===== config.mk =====
export PLATFORM = sky130hd
export DESIGN_NAME = enc16_4_drain_flat
export DESIGN_NICKNAME = d
export VERILOG_FILES = /design/src/rtl/enc16_4_drain_if.sv /design/src/rtl/enc16_4_drain.sv /design/src/flat_wrapper.sv
export SDC_FILE = /design/constraint.sdc
export NUM_CORES = 1
export LEC_CHECK = 0
export CAP_MARGIN = 20
export CORE_ASPECT_RATIO = 1.5
export CORE_MARGIN = 2
export CORE_UTILIZATION = 30
export CTS_CLUSTER_SIZE = 25
export DETAILED_ROUTE_END_ITERATION = 16
export GPL_ROUTABILITY_DRIVEN = 0
export HOLD_SLACK_MARGIN = 0.15
export SKIP_LAST_GASP = 1
export SLEW_MARGIN = 5
export SYNTH_ARGS = -nofsm -noshare
export SYNTH_HDL_FRONTEND = slang
export SYNTH_SLANG_ARGS = --single-unit

===== constraint.sdc =====
create_clock -name clk -period 2.3 [get_ports clk]
set_input_delay 0.46 -clock clk [delete_from_list [all_inputs] [get_ports clk]]
set_output_delay 0.46 -clock clk [all_outputs]
set_load 0.02 [all_outputs]

===== src/rtl/enc16_4_drain_if.sv =====
// Handshake bundle for enc16_4_drain: request-vector input side and code output side.
// The slave modport is the encoder; the master modport is its producer/consumer.
interface enc16_4_drain_if;
  logic        d_valid;
  logic [15:0] d;
  logic        d_ready;
  logic [3:0]  y;
  logic        y_valid;
  logic        y_ready;
  logic        y_last;
  logic        zero_err;

  modport master (
    output d_valid, d, y_ready,
    input  d_ready, y, y_valid, y_last, zero_err
  );

  modport slave (
    input  d_valid, d, y_ready,
    output d_ready, y, y_valid, y_last, zero_err
  );
endinterface


===== src/rtl/enc16_4_drain.sv =====
// Sequential 16-to-4 priority encoder that drains a captured multi-hot vector one index per handshake.
// Define ENC16_LSB_FIRST_EN to drain lowest set bit first; default drains highest set bit first.
module enc16_4_drain (
  input  logic             clk,
  input  logic             rst_n,
  input  logic             en,
  enc16_4_drain_if.slave   bus
);

  typedef enum logic {IDLE, BUSY} state_t;

  state_t      state;
  state_t      state_next;
  logic [15:0] pend;
  logic [15:0] pend_next;
  logic        zero_err_q;
  logic        zero_err_next;
  logic [3:0]  idx;
  logic        single;
  logic        capture;
  logic        accept;

  // Later loop iterations override earlier ones, so the scan order sets the priority.
  always_comb begin
    idx = 4'd0;
`ifdef ENC16_LSB_FIRST_EN
    for (int i = 15; i >= 0; i--) begin
      if (pend[i]) idx = 4'(i);
    end
`else
    for (int i = 0; i < 16; i++) begin
      if (pend[i]) idx = 4'(i);
    end
`endif
    single = (pend != 16'd0) && ((pend & (pend - 16'd1)) == 16'd0);
  end

  assign bus.y_valid  = en && (state == BUSY);
  assign bus.y        = bus.y_valid ? idx : 4'd0;
  assign bus.y_last   = bus.y_valid && single;
  assign bus.d_ready  = en && rst_n && (state == IDLE);
  assign bus.zero_err = zero_err_q;

  assign capture = bus.d_ready && bus.d_valid;
  assign accept  = bus.y_valid && bus.y_ready;

  always_comb begin
    state_next    = state;
    pend_next     = pend;
    zero_err_next = 1'b0;
    case (state)
      IDLE: begin
        if (capture) begin
          if (bus.d != 16'd0) begin
            pend_next  = bus.d;
            state_next = BUSY;
          end else begin
            zero_err_next = 1'b1;
          end
        end
      end
      BUSY: begin
        if (accept) begin
          pend_next[idx] = 1'b0;
          if (single) state_next = IDLE;
        end
      end
      default: state_next = IDLE;
    endcase
  end

  always_ff @(posedge clk or negedge rst_n) begin
    if (!rst_n) begin
      state      <= IDLE;
      pend       <= 16'd0;
      zero_err_q <= 1'b0;
    end else begin
      state      <= state_next;
      pend       <= pend_next;
      zero_err_q <= zero_err_next;
    end
  end

endmodule


===== src/flat_wrapper.sv =====
// flat-port wrapper written by rule: the top's interface ports become plain ports
module enc16_4_drain_flat 
  (clk, rst_n, en, bus_d_valid, bus_d, bus_y_ready, bus_d_ready, bus_y, bus_y_valid, bus_y_last, bus_zero_err);
  enc16_4_drain_if bus_i ();
  input  logic clk;
  input  logic rst_n;
  input  logic en;
  input wire logic [$bits(bus_i.d_valid)-1:0] bus_d_valid;
  input wire logic [$bits(bus_i.d)-1:0] bus_d;
  input wire logic [$bits(bus_i.y_ready)-1:0] bus_y_ready;
  output wire logic [$bits(bus_i.d_ready)-1:0] bus_d_ready;
  output wire logic [$bits(bus_i.y)-1:0] bus_y;
  output wire logic [$bits(bus_i.y_valid)-1:0] bus_y_valid;
  output wire logic [$bits(bus_i.y_last)-1:0] bus_y_last;
  output wire logic [$bits(bus_i.zero_err)-1:0] bus_zero_err;
  assign bus_i.d_valid = bus_d_valid;
  assign bus_i.d = bus_d;
  assign bus_i.y_ready = bus_y_ready;
  assign bus_d_ready = bus_i.d_ready;
  assign bus_y = bus_i.y;
  assign bus_y_valid = bus_i.y_valid;
  assign bus_y_last = bus_i.y_last;
  assign bus_zero_err = bus_i.zero_err;
  enc16_4_drain u_core (.clk(clk), .rst_n(rst_n), .en(en), .bus(bus_i));
endmodule

## Yosys cells after proc, flatten, opt, wreduce, memory -nomap -nowiden

Index checks and enable logic that the tools add are counted.

- Input port bits: 21
- Word-level logic and storage cells: 55
- Register bits: 18

- Bitwise gates (word level): 4
- Reductions and logical operators: 12
- $lt $le $gt $ge: 2
- Add/subtract/negate cells: 1
- Equality and inequality tests: 3
- Mux-type cells: 30

Operators with widths:

| operator | number |
|---|---|
| 4-bit two-way mux | 15 |
| 16-bit two-way mux | 3 |
| 16-bit bitwise AND | 2 |
| 16-bit case mux with 2 select lines | 1 |
| 16-bit nonzero test | 2 |
| 16-bit zero test | 1 |
| 16-bit inverter | 1 |
| 16-bit by 1-bit subtractor with 16-bit output (second input constant) | 1 |
| 1-bit two-way mux | 9 |
| 1-bit logical AND | 8 |
| 4-bit by 5-bit < comparator with 1-bit output (second input constant) | 1 |
| 1-bit demux with 4-bit select | 1 |
| 4-bit by 1-bit greater-or-equal comparator with 1-bit output (second input constant) | 1 |
| 2-bit inequality test (second input constant) | 2 |
| 3-bit AND reduction | 1 |
| 2-bit by 1-bit inequality test with 1-bit output (second input constant) | 1 |
| 1-bit case mux with 2 select lines | 1 |
| 1-bit inverter | 1 |

## Logic depth before layout (Yosys ltp)

- Word-level depth: 23
- Mapped depth: 8
- Depth with buffers taken out: 6

## Worst setup path after synthesis

No wires, ideal clock.

- Path kind: register -> output
- Start: register u_core.pend[5]
- End: output port bus_y_last
- Data arrival time: 1.802 ns
- Setup slack: 0.038 ns
- Stages on the path, launching flop included: 7
- Cell sequence: dfrtp_1 > buf_6 > nor4_4 > nand4_1 > a2111oi_2 > o2111ai_1 > nor2_1

- Longest elaborated chain between the ends: 5
- Elaborated cells between the ends (all ways): 6
- Classes of those cells: 1 x add/sub; 1 x bitwise; 4 x reduce/logical

Ends and longest elaborated chain:

| item | RTL line | text |
|---|---|---|
| from (decl) | enc16_4_drain.sv:14 | `logic [15:0] pend;` |
| from (signal assigned) | enc16_4_drain.sv:79 | `pend <= pend_next;` |
| 16-bit by 1-bit subtractor with 16-bit output | enc16_4_drain.sv:35 | `single = (pend != 16'd0) && ((pend & (pend - 16'd1)) == 16'd0);` |
| 16-bit bitwise AND | enc16_4_drain.sv:35 |  |
| 16-bit zero test | enc16_4_drain.sv:35 |  |
| 1-bit logical AND (*) | enc16_4_drain.sv:35 |  |
| 1-bit logical AND (*) | enc16_4_drain.sv:40 | `assign bus.y_last = bus.y_valid && single;` |
| to (decl) | flat_wrapper.sv:14 | `output wire logic [$bits(bus_i.y_last)-1:0] bus_y_last;` |

Every way passes the cells marked *; elsewhere a longest branch is shown, timed or not.

## Worst setup path after layout

- Start: register u_core.pend[2]
- End: output port bus_y_last

The elaborated chain is that of the path after synthesis.

==> summary.md <==
| Metric | Value |
|---|---|
| Reg clk slew, reported paths | `0.08 ns` |
| Ranking of synthesized cells by area | `dfrtp_1, nand2_1, a21oi_1, nor2_1, nor4_4` |
| Core area | `4470 um^2` |
| Crit-path cells | `nor4_4, buf_4, a21oi_1, o32ai_1, o2111ai_2, nor2_1, buf_4` |
| Final-report max-slew violation count | `0` |
| WL final | `4840 um` |
| R2R Path End | `u_core.state$_DFF_PN0_` |
| R2R cell count | `8` |
| H-tree depth | `1` |
| Num ports | `29` |
| Final Setup Violations | `3` |
| Mapped Area | `1360 um^2` |
| Minimum clock period | `2.58 ns` |
| Dpl hpwl | `3660 um` |
| First-pass GRT wire length | `7790 um` |
| Post-Synthesis Cells | `160` |
| Hold Crit Class | `input port to async pin` |
| CP max stage delay | `0.42 ns` |
| Leak | `0.907 nW` |
| Site Rows | `30` |
| Max_slew headroom | `0.643` |
| Area of the die | `5110 um^2` |
| Critical path arrival | `2.12 ns` |
| Post-detailed-route via-to-cell ratio | `5.67` |
| Period utilization | `1.12` |
| CP most frequent cell | `buf_4` |
| Synth Flop Type | `dfrtp_1` |
| Worst-skew pair later-pin latency | `0.26 ns` |
| Nets | `254` |
| Max Fclk | `388 MHz` |
| Max FO, Critical Path | `3` |
| Synth Register Bits | `18` |
| Vias in the first global route | `1648` |
| Num Clock Sinks | `18` |
| Kind of critical path | `flop to output port` |
| Syn nets | `181` |
| Warnings, synthesis | `0` |
| Number of synthesized flops with an enable pin | `0` |
| Reg2reg setup slack | `0.22 ns` |
| Antenna Nets Post-Route | `0` |
| Starting Density | `0.305` |
| Async set or reset register ratio after synthesis | `1.00` |
| Failing checks | `setup timing` |
| Starting DRT DRC Count | `46` |
| Sequential area share after synthesis | `0.330` |
| Maximum VDD drop | `616 uV` |
| Total grt overflow | `0` |
| Maxcap violations | `0` |
| Chip Height | `86.6 um` |
| Register area | `450 um^2` |
| Pwr dens | `866 nW/um^2` |
| Global-route usage over all layers | `0.203` |
| CP required | `1.84 ns` |
| CTS buffer count | `3` |
| Reg2reg start | `u_core.pend[2]$_DFFE_PN0P_` |
| Die W | `59.1 um` |
| Layout cell share with drive strength beyond 1 | `0.349` |
| Area leader, netlist | `dfrtp_1` |
| Vias | `1588` |
| Setup repair after global routing missed its margin | `true` |
| Critical path startpoint category | `flop` |
| Initial antenna violation count | `0` |
| Final hold violation count | `0` |
| Post-route setup slack | `-0.280 ns` |
| Mean routed wirelength per cell | `17.3 um` |
| Slew of the pin with the lowest slew margin | `0.522 ns` |
| Multi-input gate area | `945 um^2` |
| Area Overhead vs Synth | `60.3%` |
| Hold Slack | `0.556 ns` |
| Largest net degree at the start of global routing | `19` |
| Max Root-Sink Buffers | `2` |
| Hold_buf cts | `0` |
| Yosys cell types | `48` |
| Slowest cell on the critical path | `dfrtp_1` |
| Clock Skew | `0.00628 ns` |
| Fill count | `405` |
| Fin util | `0.489` |
| Clock Tree Root | `clkbuf_8` |
| IO Port Bufs | `28` |
| Detailed Routing Iterations Pass 1 | `4` |
| CTS tree | `built` |
| CP endpoint kind | `output port` |
| Post-synth top area share | `0.330` |
| Residual DRC | `0` |
| Avg Cell Area, Syn | `8.52 um^2` |
| Status | `finished with violations` |
| ANT cells | `0` |
how the worst max path moves through the flow:
stage | slack, ns | from | depth (start not counted) | end
global placement | -0.40 | en | 6 | bus_y_last
global route | -0.34 | u_core.pend[2]$_DFFE_PN0P_ | 6 | bus_y_last
floorplan | 0.04 | u_core.pend[5]$_DFFE_PN0P_ | 6 | bus_y_last
finish | -0.28 | u_core.pend[2]$_DFFE_PN0P_ | 7 | bus_y_last
CTS | -0.17 | u_core.pend[2]$_DFFE_PN0P_ | 6 | bus_y_last
detailed placement | -0.43 | en | 6 | bus_y_last
metrics by stage:
step	setup WS [ns]	cell area (um^2)	TNS, ns	cells	total power [W]
floorplan	0.0375	1360	0	160	0.00100
finish	-0.280	2190	-0.361	280	0.00189
detailed placement	-0.429	2010	-3.20	274	0.00150
global route	-0.344	2190	-0.578	280	0.00200
CTS	-0.174	2080	-0.309	280	0.00177
global placement	-0.401	2010	-2.87	274	0.00150
power by group:
| part | internal [W] | switching (W) |
|---|---|---|
| Combinational | 0.000540 | 0.000626 |
| Clock | 0.000153 | 0.000120 |
| Sequential | 0.000387 | 0.0000670 |
layer usage:
| metal | routed length, um | GRT usage |
|---|---|---|
| met1 | 1760 | 0.222 |
| met2 | 2620 | 0.367 |
| met3 | 238 | 0.0134 |
| met4 | 225 | 0.128 |
| met5 | 0 | 0 |
Yosys cell counts, types with 2 or more instances:
library cell,instances
o311ai_1,3
nor3_1,4
nor3b_1,2
buf_2,2
or4_1,2
nand2_1,25
o2111ai_1,2
a21oi_1,10
nor4_1,3
a21o_1,2
nor4_4,2
nand2b_1,4
inv_1,5
o21ai_1,4
a31o_1,2
a2111oi_0,2
a22o_1,3
nor4_2,2
a31oi_1,4
a221o_1,3
dfrtp_1,18
o21ai_0,5
a22oi_1,3
nor2_1,13
buf_6,2
o211ai_1,5
o41ai_2,2
clkbuf_1,6
flip-flops by register name, indices dropped and copies added (netlist names):
name and count:
u_core.bus.zero_err 1, u_core.pend 16, u_core.state 1
critical path: cells and delay by family, from the launching register on:
| family | cells | cell delay, ns |
|---|---|---|
| compound gates | 3 | 0.57 |
| buf+inv | 2 | 0.34 |
| flops | 1 | 0.42 |
| simple gates | 2 | 0.53 |
cell families after synthesis:
kind of cell,Yosys count,synth area share
flops,18,0.330
buf+inv,16,0.0596
mux,1,0.00734
simple gates,64,0.259
compound gates,60,0.337
fa+ha+maj,1,0.00734
cell usage in the layout (no fill, tap or decap), types with 2 or more instances in the layout:
cell,n
nor2_2,2
a2111oi_0,2
a22oi_1,3
nand2b_1,4
nand2_1,25
nor4_4,4
a211oi_2,2
o41ai_4,2
inv_1,5
dfrtp_1,18
o311ai_1,3
o211ai_1,5
nor2_1,12
a22o_1,3
a31o_1,2
nor4_1,3
buf_6,2
clkbuf_8,4
a21oi_2,3
a31oi_1,4
a221o_1,3
clkdlybuf4s50_1,22
nor3b_1,2
a21oi_1,8
a21o_1,2
nor3_1,3
buf_4,52
o21ai_0,4
o21ai_1,5
area by class of cell:
cell class                 instances  share of cell area
sequential                        18               0.206
tap                               48              0.0275
timing repair buffer              79               0.301
clock buffer                       4              0.0252
inverter                           5             0.00859
multi-input combinational        126               0.432
timing repair:
action / 4_1_cts / 5_1_grt
pin swaps: 9 / 8
resized for setup: 26 / 18
setup buffers: 2 / 2
endpoints found under the setup margin: 6 / 13
Power figures use the tool's default switching activity.
